==> src/rtl/multi_bit_sync_filter.sv <==
// Multi-channel level synchronizer with per-channel glitch filter and
// registered rise/fall edge pulses. Each IN bit passes through a STAGES-deep
// flop chain, then must differ from OUT for FILTER_LEN consecutive cycles
// before OUT follows it.
// Optional build macro SYNC_GRAY_CHECK_EN adds a sticky GRAY_ERR flag that is
// set whenever more than one synchronized bit changes between two cycles.
module multi_bit_sync_filter #(
  parameter int              WIDTH      = 4,
  parameter int              STAGES     = 2,
  parameter int              FILTER_LEN = 3,
  parameter logic [WIDTH-1:0] RST_VAL   = '0
) (
  input  logic             CLK,
  input  logic             RST,
  input  logic [WIDTH-1:0] IN,
  output logic [WIDTH-1:0] OUT,
  output logic [WIDTH-1:0] RISE_PULSE,
`ifdef SYNC_GRAY_CHECK_EN
  output logic [WIDTH-1:0] FALL_PULSE,
  output logic             GRAY_ERR
`else
  output logic [WIDTH-1:0] FALL_PULSE
`endif
);

  localparam int CW = $clog2(FILTER_LEN + 1);
  localparam logic [CW-1:0] CNT_LAST = CW'(FILTER_LEN - 1);

  logic [STAGES-1:0][WIDTH-1:0] sync_q;
  logic [WIDTH-1:0]             raw;
  logic [CW-1:0]                cnt [WIDTH];

  assign raw = sync_q[STAGES-1];

  // Plain flop chain per bit; nothing may sit between the stages.
  always_ff @(posedge CLK or negedge RST) begin
    if (!RST) begin
      sync_q <= {STAGES{RST_VAL}};
    end else begin
      sync_q[0] <= IN;
      for (int k = 1; k < STAGES; k++) begin
        sync_q[k] <= sync_q[k-1];
      end
    end
  end

  // Stability counters, filtered output and edge pulses, one channel per bit.
  always_ff @(posedge CLK or negedge RST) begin
    if (!RST) begin
      OUT        <= RST_VAL;
      RISE_PULSE <= '0;
      FALL_PULSE <= '0;
      for (int i = 0; i < WIDTH; i++) begin
        cnt[i] <= '0;
      end
    end else begin
      RISE_PULSE <= '0;
      FALL_PULSE <= '0;
      for (int i = 0; i < WIDTH; i++) begin
        if (raw[i] == OUT[i]) begin
          cnt[i] <= '0;
        end else if (cnt[i] == CNT_LAST) begin
          // Qualified change: update the level and flag its direction.
          OUT[i]        <= raw[i];
          RISE_PULSE[i] <= raw[i];
          FALL_PULSE[i] <= ~raw[i];
          cnt[i]        <= '0;
        end else begin
          cnt[i] <= cnt[i] + CW'(1);
        end
      end
    end
  end

`ifdef SYNC_GRAY_CHECK_EN
  logic [WIDTH-1:0] prev_raw;
  logic [WIDTH-1:0] raw_diff;

  assign raw_diff = raw ^ prev_raw;

  // Sticky flag: a nonzero value with more than one bit set survives x&(x-1).
  always_ff @(posedge CLK or negedge RST) begin
    if (!RST) begin
      prev_raw <= RST_VAL;
      GRAY_ERR <= 1'b0;
    end else begin
      prev_raw <= raw;
      if ((raw_diff & (raw_diff - WIDTH'(1))) != '0) begin
        GRAY_ERR <= 1'b1;
      end
    end
  end
`endif

endmodule
==> config.mk <==
export PLATFORM = sky130hd
export DESIGN_NAME = multi_bit_sync_filter
export DESIGN_NICKNAME = d
export VERILOG_FILES = /design/src/rtl/multi_bit_sync_filter.sv
export SDC_FILE = /design/constraint.sdc
export NUM_CORES = 1
export LEC_CHECK = 0
export CORE_MARGIN = 2
export CORE_UTILIZATION = 47
export CTS_CLUSTER_SIZE = 30
export DETAILED_ROUTE_END_ITERATION = 10
export HOLD_SLACK_MARGIN = 0.15
export PLACE_DENSITY = 0.73
export SLEW_MARGIN = 20
export SYNTH_ARGS = -nofsm -noshare
export SYNTH_HDL_FRONTEND = slang
export SYNTH_SLANG_ARGS = --single-unit
==> constraint.sdc <==
create_clock -name CLK -period 2.1 [get_ports CLK]
set_input_delay 0.42 -clock CLK [delete_from_list [all_inputs] [get_ports CLK]]
set_output_delay 0.42 -clock CLK [all_outputs]
set_load 0.005 [all_outputs]
## Word level (Yosys, flattened, before mapping)

Index checks and enable logic that the tools add are counted.

| storage, ports and cells | value |
|---|---|
| register bits | 28 |
| output and inout bits | 12 |
| word-level logic and storage cells | 60 |
| input port bits | 6 |

| operators by class | value |
|---|---|
| bitwise logic cells | 8 |
| reduce and logical (&&, ||, !) cells | 4 |
| muxes and demuxes | 24 |
| equality and inequality tests | 8 |
| add/subtract/negate cells | 4 |

Operators with widths:

| kind | count |
|---|---|
| 2-to-1 mux 1 bit | 16 |
| 2-to-1 mux 2 bit | 8 |
| adder 2 x 1 -> 2 bit (second input constant) | 4 |
| == test 2 bit (second input constant) | 4 |
| inverter 1 bit | 8 |
| AND reduction 2 bit | 4 |
| == test 1 bit | 4 |

## Logic depth before layout (Yosys ltp)

Gate-level depths: netlist (run 1).

| depth | value |
|---|---|
| word-level depth | 3 |
| depth in mapped cells | 2 |
| depth with buffers taken out | 2 |

## Worst setup path after synthesis (run 1)

No wires, ideal clock.

| timing path | value |
|---|---|
| path type | reg-to-reg |
| start | reg cnt[4] (netlist bit) |
| end | reg OUT[1] |
| required time | 1.975 ns |
| slack | 1.149 ns |
| cell stages (with the launch flop) | 3 |
| arrival time | 0.826 ns |
| period minus slack after synthesis | 0.951 ns |
| setup time | 0.125 ns |
| path buffers | 0 |
| cell sequence | dfrtp_1 > nor2b_4 > mux2_2 |

| between the ends | value |
|---|---|
| word-level cells in the longest chain between the ends | 2 |

Ends and longest elaborated chain:

| item | line | text |
|---|---|---|
| start: declaration | 31 | `logic [CW-1:0] cnt [WIDTH];` |
| start signal: indexed assignment | 69 | `cnt[i] <= cnt[i] + CW'(1);` |
| == test 2 bit | 62 | `end else if (cnt[i] == CNT_LAST) begin` |
| AND reduction 2 bit (no line) | - |  |
| end signal: indexed assignment | 64 | `OUT[i] <= raw[i];` |
| end: declaration | 16 | `output logic [WIDTH-1:0] OUT,` |

Every way passes these cells.
A chain may end at the register's enable or synchronous reset.

## Final worst setup path (run 1)

| timing path | value |
|---|---|
| start | reg OUT[0] |
| end | out OUT[0] |

No word-level cell between the ends.

==> results of run 1 <==
## registers in the layout, indices dropped and copies added, names as in the netlist
register / cells
cnt: 8
RISE_PULSE: 4
FALL_PULSE: 4
OUT: 4
raw: 4
sync_q: 4
## cell usage after synthesis
master,number
mux2_4,1
dfrtp_1,28
xnor2_1,4
nor3_1,4
and3b_1,6
nor2b_4,3
mux2_2,3
nand2b_4,1
nor3b_1,6
## kinds of logic (layout without fill, tap and decap cells)
family,after synthesis,after routing
and+or+nand+nor,20,20
buffers and inverters,0,22
DFF,28,28
xor gates and xnor gates,4,4
muxes,4,4
## worst max path at each step
stage          cells after the start  slack [ps]      to    from
2_1_floorplan                      2        1150  OUT[1]  cnt[4]
3_3_place_gp                       1         790  OUT[0]  OUT[0]
3_5_place_dp                       1         760  OUT[0]  OUT[0]
4_1_cts                            1         390  OUT[0]  OUT[0]
5_1_grt                            1         340  OUT[1]  OUT[1]
6_report                           1         400  OUT[0]  OUT[0]
## metal layers
| metal | GRT usage | up-vias |
|---|---|---|
| met5 | 0 | - |
| met4 | 0.0571 | 0 |
| met3 | 0.0215 | 2 |
| met2 | 0.167 | 12 |
| met1 | 0.139 | 235 |
| li1 | - | 234 |
## report_power, final
part | leakage [nW] | total (mW) | switching [mW] | internal, mW
registers | 0.356 | 0.784 | 0.117 | 0.666
logic | 0.172 | 0.370 | 0.106 | 0.264
clock network | 0.0210 | 0.250 | 0.144 | 0.106
total | 0.549 | 1.40 | 0.368 | 1.04
## per-stage QoR
stage	total power, mW	util	hold slack, ps	instances	worst slack [ps]
6_report	1.40	0.620	367	105	405
2_1_floorplan	1.00	-	124	56	1150
3_5_place_dp	1.18	0.602	339	101	764
4_1_cts	1.42	0.620	370	105	393
5_1_grt	1.48	0.620	376	105	337
3_3_place_gp	1.16	0.602	334	101	786
## layout make-up
type | instances | share of cell area
flip-flops and latches | 28 | 0.582
multi-input cells | 28 | 0.213
repair buffers | 18 | 0.147
clock buffers | 4 | 0.0301
well taps | 27 | 0.0280
==> impl_metrics.tcl, run 1 <==
set metrics [dict create \
    status "finished, final reports clean" \
    fin_crit_ps 1700 \
    portBuffers 17 \
    irDropWorstVdd_mv 0.613 \
    leakage_nw 0.549 \
    cts_resized 0 \
    clock_path_buffers 2 \
    clk_latency_ps 310 \
    num_rows 16 \
    mostFrequentLayoutCell "dfrtp_1" \
    synth_fa_ha_area_frac 0 \
    io_pins 18 \
    fin_setup_tns_ps 0 \
    timing.slew.headroom 0.784 \
    die_y_um 49.1 \
    grt_pass1_wl_um 1950 \
    hold_viol_final 0 \
    setup-violations-final 0 \
    hold_path_end "raw[2]" \
    grt.total_usage 0.106 \
    synth_top_family_by_area "simple AND/OR/NAND/NOR gates" \
    die_w_um 49.1 \
    seq_area_frac_synth 0.732 \
    path_delay_family "buffers and inverters" \
    end_kind "primary output" \
    cts_tree "built" \
    met2_length_um 515 \
    first_global_vias 463 \
    yosysTopAreaCellShare 0.732 \
    fmax_mhz 590 \
    start_kind "register" \
    via_per_inst 4.60 \
    grt_overflow 0 \
    htreeDepth 1 \
    rrSetupSlack_ps 1090 \
    required_ps 1680 \
    wl_met3_um 55 \
    drc 0 \
    synth-simple-area-share 0.180 \
    slowest_delay_ps 520 \
    hold_buffers 0 \
    cts_root_buf "clkbuf_4" \
    cts_buffers 3 \
    vias 483 \
    highest_layer "met4" \
    multi_input_area_um2 256 \
    worstSetupPathType "reg -> out" \
    syn_inst 56 \
    design_area_um2 1200 \
    coreArea_um2 1940 \
    ys_types 9 \
    antennaDiodeCount 0 \
    timing.rr.start "cnt[2]" \
    final-seq-area_um2 701 \
    wl_per_cell_um 10.2 \
    whs_path_depth 0 \
    drtPass1Iterations 3 \
    drive_above_1_share 0.167 \
    dieArea_um2 2410 \
    placed_cell_area_um2 1170 \
    fin_crit_sh 0.807 \
    hp-start "sync_q[2]" \
    r2r_end "OUT[2]" \
    antenna_found_initial 0 \
    grt_max_degree 29 \
    drtIter0Drc 4 \
    synth_seq_cells 28 \
    path_max_fanout 5 \
    synth_compound_area_frac 0 \
    skew_ps 4.22 \
    cp_slowest_cell "clkdlybuf4s50_1" \
    fillCellCount 155 \
    finalNetCount 85 \
    synth_fp_nets 62 \
    synthMuxAreaShare 0.0510 \
    avgSynthCellArea_um2 17.1 \
    arrival_ps 1280 \
    cts_sinks 28 \
    cts_setup_buffers 0 \
    path_buf_inv 1 \
    netlist_area_um2 957 \
    power.density_nw_per_um2 1160 \
    worst-r2r-cell-count 2 \
    start_util 0.493 \
    holdCritPathClass "reg -> reg" \
    gp_congestion 0.602 \
    maxSlewViolCount 0 \
    path_cells "clkdlybuf4s50_1" \
    wirelength_um 1080 \
    synth_xor_xnor_area_share 0.0366 \
    drt-met1-wl_um 495 \
    cap_violations 0 \
    synth_top_area_cell "dfrtp_1" \
    layout_common_cells "dfrtp_1 (28), clkdlybuf4s50_1 (17), nor3b_1 (6), and3b_1 (6)" \
    clk_pin_slew_ps 140 \
    rsz0062_at_grt "no" \
    yosysWarnings 0 \
    synth.area.top_cells "dfrtp_1 (73%), and3b_1 (5.5%), nor3b_1 (4.7%)" \
    area_growth_pct 25.9 \
    drtAntennaViolNets 0 \
    tightest_slew_ps 324 \
]
Power figures use the tool's default switching activity.
==> run 2, diff against run 1 <==
--- a/config.mk
+++ b/config.mk
@@ -6,11 +6,11 @@
 export NUM_CORES = 1
 export LEC_CHECK = 0
 export CORE_MARGIN = 2
-export CORE_UTILIZATION = 47
+export CORE_UTILIZATION = 44
 export CTS_CLUSTER_SIZE = 30
 export DETAILED_ROUTE_END_ITERATION = 10
 export HOLD_SLACK_MARGIN = 0.15
-export PLACE_DENSITY = 0.73
+export PLACE_DENSITY = 0.72
 export SLEW_MARGIN = 20
 export SYNTH_ARGS = -nofsm -noshare
 export SYNTH_HDL_FRONTEND = slang
==> constraint.sdc (replaced) <==
create_clock -name CLK -period 1.4 [get_ports CLK]
set_input_delay 0.28 -clock CLK [delete_from_list [all_inputs] [get_ports CLK]]
set_output_delay 0.28 -clock CLK [all_outputs]
set_load 0.005 [all_outputs]
==> run 2 against run 1 <==
Against the previous run: via count increased by 6.8%; die area rose by 6.3%; largest cell class unchanged; largest power group unchanged; critical path depth did not move; register-to-register slack worse by 710 ps; critical path type unchanged.
==> impl_metrics.tcl, run 2 (same netlist as run 1, synthesis figures left out) <==
set metrics [dict create \
    dp.final_hpwl_um 980 \
    r2r_end "OUT[2]" \
    cp_num_cells 1 \
    path_delay_family "flip-flops" \
    die_w_um 50.6 \
    worst-r2r-cell-count 2 \
    grt_pass1_wl_um 2620 \
    finalPower_mw 2.31 \
    worstSetupPathType "reg -> out" \
    irDropWorstVdd_mv 1.10 \
    status "finished, final reports clean" \
    leakage_nw 0.619 \
    drtAntennaViolNets 0 \
    fmax_mhz 776 \
    setup_ws_ps 111 \
    drive_above_1_share 0.207 \
    grt.total_usage 0.141 \
    dieArea_um2 2560 \
    skew_ps 5.46 \
    gp_congestion 0.621 \
    antennaDiodeCount 0 \
    end_kind "primary output" \
    via_per_inst 4.73 \
    clock_path_buffers 2 \
    arrival_ps 1010 \
    path_buf_inv 1 \
    area_growth_pct 29.2 \
    fin_crit_ps 1290 \
    finalNetCount 89 \
    fin_setup_tns_ps 0 \
    drtPass1Iterations 2 \
    top_register "cnt" \
    portBuffers 17 \
    wirelength_um 1410 \
    endpoint "OUT[1]" \
    holdCritPathClass "in -> async" \
    timing.rr.start "cnt[2]" \
    hold_viol_final 0 \
    first_global_vias 612 \
    tightest_slew_ps 331 \
    io_pins 18 \
    path_cells "dlygate4sd2_1" \
    layout_common_cells "dfrtp_1 (28), dlygate4sd2_1 (12), nor3b_1 (6), and3b_1 (6)" \
    drtIter0Drc 4 \
    timing.slew.headroom 0.779 \
    cts_sinks 28 \
    start_kind "register" \
    rrSetupSlack_ps 380 \
    drt-met1-wl_um 591 \
    mostFrequentLayoutCell "dfrtp_1" \
    cts_root_buf "clkbuf_4" \
    hold_buffers 0 \
    htreeDepth 1 \
    path_max_fanout 2 \
    met2_length_um 736 \
    drc 0 \
    required_ps 1120 \
    slowest_delay_ps 410 \
    clk_latency_ps 320 \
    num_rows 16 \
    highest_layer "met4" \
    fin_crit_sh 0.920 \
    cap_violations 0 \
    cp_slowest_cell "dfrtp_1" \
    vias 516 \
    cts_buffers 3 \
    grt_max_degree 29 \
    crit_start "OUT[1]" \
    coreArea_um2 2000 \
    die_y_um 50.6 \
    antenna_found_initial 0 \
    clk_pin_slew_ps 140 \
    setup-violations-final 0 \
    wl_per_cell_um 13.0 \
    maxSlewViolCount 0 \
    cts_tree "built" \
    start_util 0.478 \
    rsz0062_at_grt "no" \
    largest_register_ffs 8 \
    pre_cts_ws_ps 206 \
    grt_overflow 0 \
    power.density_nw_per_um2 1870 \
    wl_met3_um 60 \
]
run 2: how the worst min path moves through the flow:
stage,start,endpoint,slack [ps],cells past startpoint
2_1_floorplan,RST,FALL_PULSE[0],-20,0
3_3_place_gp,sync_q[3],raw[3],330,0
3_5_place_dp,sync_q[1],raw[1],340,0
4_1_cts,RST,OUT[0],320,2
5_1_grt,RST,OUT[0],340,2
6_report,RST,FALL_PULSE[1],310,2
run 2: power by group:
group	switching [mW]	internal, mW	leakage (nW)
Clock	0.221	0.290	0.0279
Sequential	0.143	0.999	0.356
Combinational	0.246	0.411	0.235
run 2: stage by stage:
stage	instances	hold slack [ps]	util	instance area [um2]
detailed placement	101	338	0.584	1170
floorplan	56	-15.6	-	957
finish	109	308	0.618	1240
CTS	109	316	0.618	1240
global placement	101	332	0.584	1170
global route	109	342	0.618	1240
run 2: what timing repair did:
item,in CTS,in global routing
gates resized for setup,12,0
buffers inserted,4,0
setup endpoints to repair,12,0
run 2: area by class of cell:
cell class,count,area [um2]
tap,27,33.8
clock inverter,1,30.0
timing repair buffer,22,193
fill,173,766
sequential,28,701
multi-input combinational,28,256
clock buffer,3,22.5
run 2: routing by layer:
layer / GRT usage / vias to the layer above
met4: 0.0676 / 0
met5: 0 / -
met1: 0.162 / 252
met2: 0.250 / 17
met3: 0.0268 / 2
li1: - / 245
==> run 3, diff against run 2 <==
--- a/config.mk
+++ b/config.mk
@@ -5,12 +5,14 @@
 export SDC_FILE = /design/constraint.sdc
 export NUM_CORES = 1
 export LEC_CHECK = 0
+export ABC_CLOCK_PERIOD_IN_PS = 1400
 export CORE_MARGIN = 2
 export CORE_UTILIZATION = 44
-export CTS_CLUSTER_SIZE = 30
+export CTS_CLUSTER_SIZE = 24
 export DETAILED_ROUTE_END_ITERATION = 10
 export HOLD_SLACK_MARGIN = 0.15
 export PLACE_DENSITY = 0.72
+export SKIP_LAST_GASP = 1
 export SLEW_MARGIN = 20
 export SYNTH_ARGS = -nofsm -noshare
 export SYNTH_HDL_FRONTEND = slang
==> results of run 3 <==
The final DEF is identical to that of run 2; final timing and power are the same.
